### config.mk
export PLATFORM = sky130hd
export DESIGN_NAME = instr_encoder_flat
export DESIGN_NICKNAME = d
export VERILOG_FILES = /design/src/rtl/instr_encoder_if.sv /design/src/rtl/instr_encoder.sv /design/src/flat_wrapper.sv
export SDC_FILE = /design/constraint.sdc
export NUM_CORES = 1
export LEC_CHECK = 0
export ABC_CLOCK_PERIOD_IN_PS = 2700
export BUFFER_PORTS_ARGS = -buffer_cell sky130_fd_sc_hd__buf_2
export CORE_ASPECT_RATIO = 1.4
export CORE_MARGIN = 4
export CORE_UTILIZATION = 50
export CTS_BUF_LIST = sky130_fd_sc_hd__clkbuf_16
export CTS_CLUSTER_DIAMETER = 30
export DETAILED_ROUTE_END_ITERATION = 16
export GPL_TIMING_DRIVEN = 0
export PLACE_DENSITY = 0.8
export SYNTH_ARGS = -nofsm -noshare
export SYNTH_HDL_FRONTEND = slang
export SYNTH_SLANG_ARGS = --single-unit
export TNS_END_PERCENT = 20
### constraint.sdc
create_clock -name clk -period 2.7 [get_ports clk]
set_input_delay 0.135 -clock clk [delete_from_list [all_inputs] [get_ports clk]]
set_output_delay 0.135 -clock clk [all_outputs]
set_load 0.01 [all_outputs]
### src/rtl/instr_encoder_if.sv
// Request channel and instruction-memory write channel of instr_encoder.
// The master side issues symbolic requests and receives memory writes.
interface instr_encoder_if #(
  parameter int ADDR_W = 10
);
  logic              in_valid;
  logic              in_ready;
  logic [4:0]        in_mnem;
  logic [4:0]        in_rd;
  logic [4:0]        in_rs1;
  logic [4:0]        in_rs2;
  logic [31:0]       in_imm;
  logic              imem_we;
  logic [ADDR_W-1:0] imem_addr;
  logic [31:0]       imem_wdata;

  modport master (
    output in_valid, in_mnem, in_rd, in_rs1, in_rs2, in_imm,
    input  in_ready, imem_we, imem_addr, imem_wdata
  );

  modport slave (
    input  in_valid, in_mnem, in_rd, in_rs1, in_rs2, in_imm,
    output in_ready, imem_we, imem_addr, imem_wdata
  );
endinterface

### src/rtl/instr_encoder.sv
// Packs symbolic instruction requests into 32-bit words and writes them to imem.
// Optional macro ENCODER_RANGE_CHECK_EN enables immediate range checking.
module instr_encoder #(
  parameter int                ADDR_W    = 10,
  parameter logic [ADDR_W-1:0] BASE_ADDR = '0
) (
  input  logic              clk,
  input  logic              rst_n,
  input  logic              start,
  input  logic              done,
  instr_encoder_if.slave    bus,
  output logic [ADDR_W-1:0] count,
  output logic              busy,
  output logic [2:0]        err,
  output logic [1:0]        state_dbg
);
  typedef enum logic [1:0] {S_IDLE, S_RUN, S_TERM, S_FULL} state_t;
  typedef enum logic [2:0] {FMT_R, FMT_I, FMT_S, FMT_B, FMT_J, FMT_U} fmt_t;

  localparam logic [ADDR_W-1:0] LAST_ADDR = {{(ADDR_W-2){1'b1}}, 2'b00};
  localparam logic [ADDR_W-1:0] PTR_STEP  = ADDR_W'(4);
  localparam logic [ADDR_W-1:0] CNT_ONE   = ADDR_W'(1);
  localparam logic [31:0]       TERM_WORD = 32'h0000_006F;

  state_t            state, nxt;
  fmt_t              fmt;
  logic [6:0]        opc, f7;
  logic [2:0]        f3;
  logic              legal, imm_bad, accept, term_wr, full_done;
  logic [31:0]       imm, word;
  logic [ADDR_W-1:0] ptr, addr_q;
  logic [31:0]       wdata_q;
  logic              we_q;

  assign imm = bus.in_imm;

  always_comb begin
    fmt   = FMT_R;
    opc   = 7'h33;
    f3    = 3'd0;
    f7    = 7'h00;
    legal = 1'b1;
    case (bus.in_mnem)
      5'd0:  begin f3 = 3'd1; f7 = 7'h20; end
      5'd1:  f3 = 3'd6;
      5'd2:  f3 = 3'd7;
      5'd3:  f3 = 3'd5;
      5'd4:  f3 = 3'd3;
      5'd5:  f3 = 3'd0;
      5'd6:  f3 = 3'd4;
      5'd7:  f3 = 3'd2;
      5'd8:  begin fmt = FMT_I; opc = 7'h13; f3 = 3'd0; end
      5'd9:  begin fmt = FMT_I; opc = 7'h13; f3 = 3'd7; end
      5'd10: begin fmt = FMT_I; opc = 7'h1B; f3 = 3'd6; end
      5'd11: begin fmt = FMT_B; opc = 7'h63; f3 = 3'd0; end
      5'd12: begin fmt = FMT_B; opc = 7'h63; f3 = 3'd1; end
      5'd13: begin fmt = FMT_J; opc = 7'h6F; end
      5'd14: begin fmt = FMT_I; opc = 7'h67; f3 = 3'd0; end
      5'd15: begin fmt = FMT_I; opc = 7'h03; f3 = 3'd0; end
      5'd16: begin fmt = FMT_I; opc = 7'h03; f3 = 3'd2; end
      5'd17: begin fmt = FMT_S; opc = 7'h23; f3 = 3'd0; end
      5'd18: begin fmt = FMT_S; opc = 7'h23; f3 = 3'd1; end
      5'd19: begin fmt = FMT_S; opc = 7'h23; f3 = 3'd2; end
      5'd20: begin fmt = FMT_U; opc = 7'h38; end
      default: legal = 1'b0;
    endcase
  end

  always_comb begin
    word = '0;
    case (fmt)
      FMT_R: word = {f7, bus.in_rs2, bus.in_rs1, f3, bus.in_rd, opc};
      FMT_I: word = {imm[11:0], bus.in_rs1, f3, bus.in_rd, opc};
      FMT_S: word = {imm[11:5], bus.in_rs2, bus.in_rs1, f3, imm[4:0], opc};
      FMT_B: word = {imm[12], imm[10:5], bus.in_rs2, bus.in_rs1, f3, imm[4:1], imm[11], opc};
      FMT_J: word = {imm[20], imm[10:1], imm[11], imm[19:12], bus.in_rd, opc};
      FMT_U: word = {imm[31:12], bus.in_rd, opc};
      default: word = '0;
    endcase
  end

`ifdef ENCODER_RANGE_CHECK_EN
  // Sign-extension check: all bits above the field's sign bit must match it.
  always_comb begin
    imm_bad = 1'b0;
    case (fmt)
      FMT_I, FMT_S: imm_bad = !(&imm[31:11] || ~|imm[31:11]);
      FMT_B:        imm_bad = !(&imm[31:12] || ~|imm[31:12]) || imm[0];
      FMT_J:        imm_bad = !(&imm[31:20] || ~|imm[31:20]) || imm[0];
      FMT_U:        imm_bad = |imm[11:0];
      default:      imm_bad = 1'b0;
    endcase
  end
`else
  assign imm_bad = 1'b0;
`endif

  // Handshake: a request transfers on a rising edge where in_valid && in_ready;
  // in_ready depends only on state, start and done, never on in_valid.
  always_comb begin
    bus.in_ready = (state == S_RUN) && !start && !done;
    busy         = (state != S_IDLE);
    state_dbg    = state;
    accept       = bus.in_valid && bus.in_ready;
    term_wr      = (state == S_RUN) && done && !start;
    full_done    = (state == S_FULL) && done && !start;
  end

  always_ff @(posedge clk or negedge rst_n) begin
    if (!rst_n) state <= S_IDLE;
    else        state <= nxt;
  end

  always_comb begin
    nxt = state;
    if (start) nxt = S_RUN;
    else begin
      case (state)
        S_IDLE: nxt = S_IDLE;
        S_RUN: begin
          if (done)                                          nxt = S_TERM;
          else if (accept && legal && !imm_bad && ptr == LAST_ADDR) nxt = S_FULL;
        end
        S_TERM: nxt = S_IDLE;
        S_FULL: if (done) nxt = S_IDLE;
        default: nxt = S_IDLE;
      endcase
    end
  end

  // The terminator is registered on the done edge so it is visible during TERM.
  always_ff @(posedge clk or negedge rst_n) begin
    if (!rst_n) begin
      ptr     <= BASE_ADDR;
      count   <= '0;
      err     <= '0;
      we_q    <= 1'b0;
      addr_q  <= BASE_ADDR;
      wdata_q <= '0;
    end else begin
      we_q <= 1'b0;
      if (start) begin
        ptr   <= BASE_ADDR;
        count <= '0;
        err   <= '0;
      end else if (term_wr) begin
        we_q    <= 1'b1;
        addr_q  <= ptr;
        wdata_q <= TERM_WORD;
        ptr     <= ptr + PTR_STEP;
        count   <= count + CNT_ONE;
      end else if (full_done) begin
        err[2] <= 1'b1;
      end else if (accept) begin
        if (!legal)       err[0] <= 1'b1;
        else if (imm_bad) err[1] <= 1'b1;
        else begin
          we_q    <= 1'b1;
          addr_q  <= ptr;
          wdata_q <= word;
          ptr     <= ptr + PTR_STEP;
          count   <= count + CNT_ONE;
        end
      end
    end
  end

  assign bus.imem_we    = we_q;
  assign bus.imem_addr  = addr_q;
  assign bus.imem_wdata = wdata_q;
endmodule

### src/flat_wrapper.sv
// flat-port wrapper written by rule: the top's interface ports become plain ports
module instr_encoder_flat 
#(
  parameter int                ADDR_W    = 10,
  parameter logic [ADDR_W-1:0] BASE_ADDR = '0
)
  (clk, rst_n, start, done, count, busy, err, state_dbg, bus_in_valid, bus_in_mnem, bus_in_rd, bus_in_rs1, bus_in_rs2, bus_in_imm, bus_in_ready, bus_imem_we, bus_imem_addr, bus_imem_wdata);
  instr_encoder_if #(.ADDR_W(ADDR_W)) bus_i ();
  input  logic clk;
  input  logic rst_n;
  input  logic start;
  input  logic done;
  output logic [ADDR_W-1:0] count;
  output logic busy;
  output logic [2:0] err;
  output logic [1:0] state_dbg;
  input wire logic [$bits(bus_i.in_valid)-1:0] bus_in_valid;
  input wire logic [$bits(bus_i.in_mnem)-1:0] bus_in_mnem;
  input wire logic [$bits(bus_i.in_rd)-1:0] bus_in_rd;
  input wire logic [$bits(bus_i.in_rs1)-1:0] bus_in_rs1;
  input wire logic [$bits(bus_i.in_rs2)-1:0] bus_in_rs2;
  input wire logic [$bits(bus_i.in_imm)-1:0] bus_in_imm;
  output wire logic [$bits(bus_i.in_ready)-1:0] bus_in_ready;
  output wire logic [$bits(bus_i.imem_we)-1:0] bus_imem_we;
  output wire logic [$bits(bus_i.imem_addr)-1:0] bus_imem_addr;
  output wire logic [$bits(bus_i.imem_wdata)-1:0] bus_imem_wdata;
  assign bus_i.in_valid = bus_in_valid;
  assign bus_i.in_mnem = bus_in_mnem;
  assign bus_i.in_rd = bus_in_rd;
  assign bus_i.in_rs1 = bus_in_rs1;
  assign bus_i.in_rs2 = bus_in_rs2;
  assign bus_i.in_imm = bus_in_imm;
  assign bus_in_ready = bus_i.in_ready;
  assign bus_imem_we = bus_i.imem_we;
  assign bus_imem_addr = bus_i.imem_addr;
  assign bus_imem_wdata = bus_i.imem_wdata;
  instr_encoder #(.ADDR_W(ADDR_W), .BASE_ADDR(BASE_ADDR)) u_core (.clk(clk), .rst_n(rst_n), .start(start), .done(done), .bus(bus_i), .count(count), .busy(busy), .err(err), .state_dbg(state_dbg));
endmodule
==> qor.csv <==
stage,metric,value,unit
routing,Routed WL per cell,16.2,um
timing,final hold viol count,0,
clocking,CTS root buf,clkbuf_16,
clocking,Inserted Clock Buffers,9,
yosys,number of library cell types mapped by synthesis,55,
yosys,Yosys warning count,0,
yosys,"Seq/Total Area, Yosys",47.6,%
global_routing,initial antenna violation count,0,
routing,Pre-Repair DR Iteration Count,5,
worst_setup_path,worst path bufs/invs,4,
floorplan,core box area,0.00630,mm2
clocking,Max Root-Sink Buffers,2,
outcome,status,"complete, no violations",
yosys,ys flop type,dfrtp_1,
worst_setup_path,Worst Path Required,2910,ps
routing,Vias/cell,5.70,
yosys,Post-Synth Adder-Cell Area,0.767,%
layout,Layout Area Growth over Synthesis,31.6,%
worst_setup_path,CP cell instances,or4b_4 -> inv_2 -> nand4_1 -> and2_1 -> buf_2 -> buf_2 -> a222oi_1 -> inv_1,
min_path,worst min-delay path category,in -> reg,
power_and_ir_drop,Max VDD drop,497,uV
worst_setup_path,Critical Path Most Common Cell,buf_2,
global_routing,first-pass GRT wire length,15500,um
timing,crit path time final,2390,ps
layout,area occupied by multi-input gates,0.00154,mm2
routing,Iter 0 DRT Violations,309,
clocking,CTS tree,done,
timing,Final Skew,4.81,ps
timing,final setup vio count,0,
timing,Post-Route Setup TNS,0,ps
routing,DR vias,3208,
layout,Filler cells,514,
yosys,post-synthesis mux area share,3.07,%
timing,pin slew with the least headroom to its limit,776,ps
clocking,"CTS clk-pin slew, worst paths",60,ps
global_routing,vias in the first global route,3258,
worst_setup_path,Critical Path AT,2600,ps
yosys,#FFs+latches synth,62,
yosys,"top cells by area, synth","dfrtp_1 48%, nand2_1 6.7%, nor2_1 3.9%",
yosys,"area leader, netlist",dfrtp_1,
routing,DRC Markers,0,
yosys,Post-Synth Simple-Gate Area,20.8,%
timing,RSZ-0062 raised after global routing,false,
run,Max Cap Violations,0,
yosys,post-synthesis compound-gate area fraction,18.2,%
floorplan,initial core utilization,51.8,%
yosys,main combinational cell family by area after synthesis,simple AND/OR/NAND/NOR gates,
worst_setup_path,"CP delay by family, top",simple AND/OR/NAND/NOR gates,
routing,Post-Route WL,9120,um
yosys,Post-Synth XOR/XNOR Area,4.03,%
global_routing,"Remaining Overflow, GRT",0,
timing,crit share post-route,88.5,%
worst_setup_path,CP max stage cell,or4b_4,
clocking,worst-skew pair later-pin latency,330,ps
clocking,H-Tree Depth,3,
yosys,Synth Cell Area,0.00326,mm2
layout,FF+latch area,0.00155,mm2
global_routing,GRT met2 Usage,42.3,%
worst_setup_path,Startpoint Class,flip-flop,
worst_setup_path,Setup crit end kind,flip-flop,
placed_design,Routability Congestion,0.984,
global_routing,gr usage total,24.1,%
global_routing,GRT busiest layer,met2,
yosys,Synth Instances,360,
global_routing,pin count of the biggest net entering global routing,63,
layout,share of cells above drive strength 1,28.9,%
worst_setup_path,crit path kind,reg -> reg,
floorplan,I/O pins,117,
yosys,average size of a mapped cell,9.06,um2
timing,Slew HR,48.3,%
floorplan,die height,104,um
placed_design,DPL Wire Length,6830,um
floorplan,row cnt,34,
placed_design,quantity of I/O buffers inserted on ports,112,
floorplan,Die ar.,0.00790,mm2
power_and_ir_drop,Final Power,0.00284,W
floorplan,Die X,76.3,um
power_and_ir_drop,PwrDens,661,mW/mm2
global_routing,met1 Use GR,27.9,%
worst_setup_path,maximum fanout along the worst path,10,
timing,Max Fclk,418,MHz
worst_setup_path,max incr delay on CP,570,ps
global_routing,grt met3 use,5.12,%
layout,nets,545,
timing,fin. max-slew vios,0,
routing,post-route ant nets,0,
layout,diode count,0,
yosys,Post-synth EDFFs,0,
power_and_ir_drop,Leakage Power,2.19,nW
yosys,top cell type's share of synthesized area,47.6,%
clocking,Num Clock Sinks,62,
yosys,ys async rst share,100,%
-- cell usage in the layout (no fill, tap or decap), types with 5 or more instances in the layout --
| cell | instances |
|---|---|
| and2_1 | 5 |
| buf_2 | 115 |
| nand4_1 | 8 |
| mux2i_1 | 10 |
| clkbuf_1 | 17 |
| o21ai_0 | 25 |
| dfrtp_1 | 62 |
| a221o_1 | 5 |
| xor2_1 | 10 |
| xnor2_1 | 5 |
| inv_1 | 13 |
| buf_4 | 5 |
| a222oi_1 | 7 |
| nand2_1 | 58 |
| o22ai_1 | 5 |
| nor3_1 | 11 |
| clkbuf_16 | 9 |
| nor2_1 | 34 |
| a21oi_1 | 13 |
| nand3_1 | 5 |
-- timing repair --
item / in CTS / in global routing
hold endpoints to repair: 0 / 62
hold buffers: 0 / 1
buffers inserted: 0 / 0
gates resized for setup: 0 / 0
-- stage by stage --
step	cells	util [%]	setup slack [ps]	cell area, um2	hold slack [ps]
global placement	546	62.3	358	3920	342
detailed placement	546	62.3	286	3920	355
global route	563	68.2	182	4290	21.8
CTS	562	68.0	283	4280	8.85
finish	563	68.2	310	4290	13.9
floorplan	362	-	500	3270	-161
-- path summary, 6_finish.rpt --
kind	from	to	slack [ps]	cells past startpoint
max	u_core.state_dbg[1]$_DFFE_PN0P_	u_core.bus.imem_wdata[26]$_DFFE_PN0P_	310	8
min	bus_in_imm[27]	u_core.bus.imem_wdata[27]$_DFFE_PN0P_	10	3
max reg2reg	u_core.state_dbg[1]$_DFFE_PN0P_	u_core.bus.imem_wdata[26]$_DFFE_PN0P_	310	8
min reg2reg	u_core.bus.imem_addr[6]$_DFFE_PN0P_	u_core.bus.imem_addr[6]$_DFFE_PN0P_	460	2
max in group asynchronous	rst_n	u_core.count[7]$_DFFE_PN0P_	1740	2
min in group asynchronous	rst_n	u_core.bus.imem_wdata[11]$_DFFE_PN0P_	420	2
-- registers in the layout, indices dropped and copies added, names as in the netlist --
register,count
u_core.bus.imem_wdata,31
u_core.count,10
u_core.bus.imem_addr,8
u_core.ptr,8
u_core.err,2
u_core.state_dbg,2
u_core.bus.imem_we,1
-- report_power, final --
| part | internal, W | total [W] | switching (W) | leakage [nW] |
|---|---|---|---|---|
| Clock | 0.000991 | 0.00141 | 0.000417 | 0.179 |
| Combinational | 0.000164 | 0.000394 | 0.000229 | 1.19 |
| Sequential | 0.000994 | 0.00103 | 0.0000399 | 0.828 |
-- cell usage after synthesis, drive strengths merged (3+ instances only) --
master and number:
a21oi 13, a221o 5, a222oi 7, a31oi 4, and2 5, buf 10, clkbuf 17, dfrtp 62
inv 13, mux2i 10, nand2 58, nand2b 3, nand3 5, nand4 8, nor2 34, nor2b 3
nor3 11, nor3b 4, o211ai 3, o21ai 25, o22ai 5, or2 3, or3 4, xnor2 5
xor2 10
-- final cells by class --
cell class	instances	share of cell area (%)
repair buffers	113	13.3
clock inverters	7	3.18
well taps	72	2.10
plain buffers	27	3.00
clock buffers	9	5.24
inverters	13	1.14
flip-flops and latches	62	36.1
multi-input cells	260	35.9
-- cell families (layout without fill, tap and decap cells) --
group                    after synthesis  in the layout
flip-flops                            62             62
other                                  1              3
AND/OR/NAND/NOR                      145            145
AO/OA/AOI/OAI                         85             85
adder cells (fa/ha/maj)                2              2
multiplexers                          10             10
buffers and inverters                 40            169
XOR/XNOR                              15             15
-- metal layers --
layer	wire (um)	up-vias
met5	0	-
met1	3570	1518
met4	291	0
met3	634	27
li1	-	1521
met2	4620	142
-- worst register-to-register path, cell delays in order, from the launching register on --
cell      delay, ps
dfrtp_1         450
or4b_4          570
inv_2           120
nand4_1         160
and2_1          180
buf_2           160
buf_2           210
a222oi_1        360
inv_1            70
(Power assumes the default switching activity.)
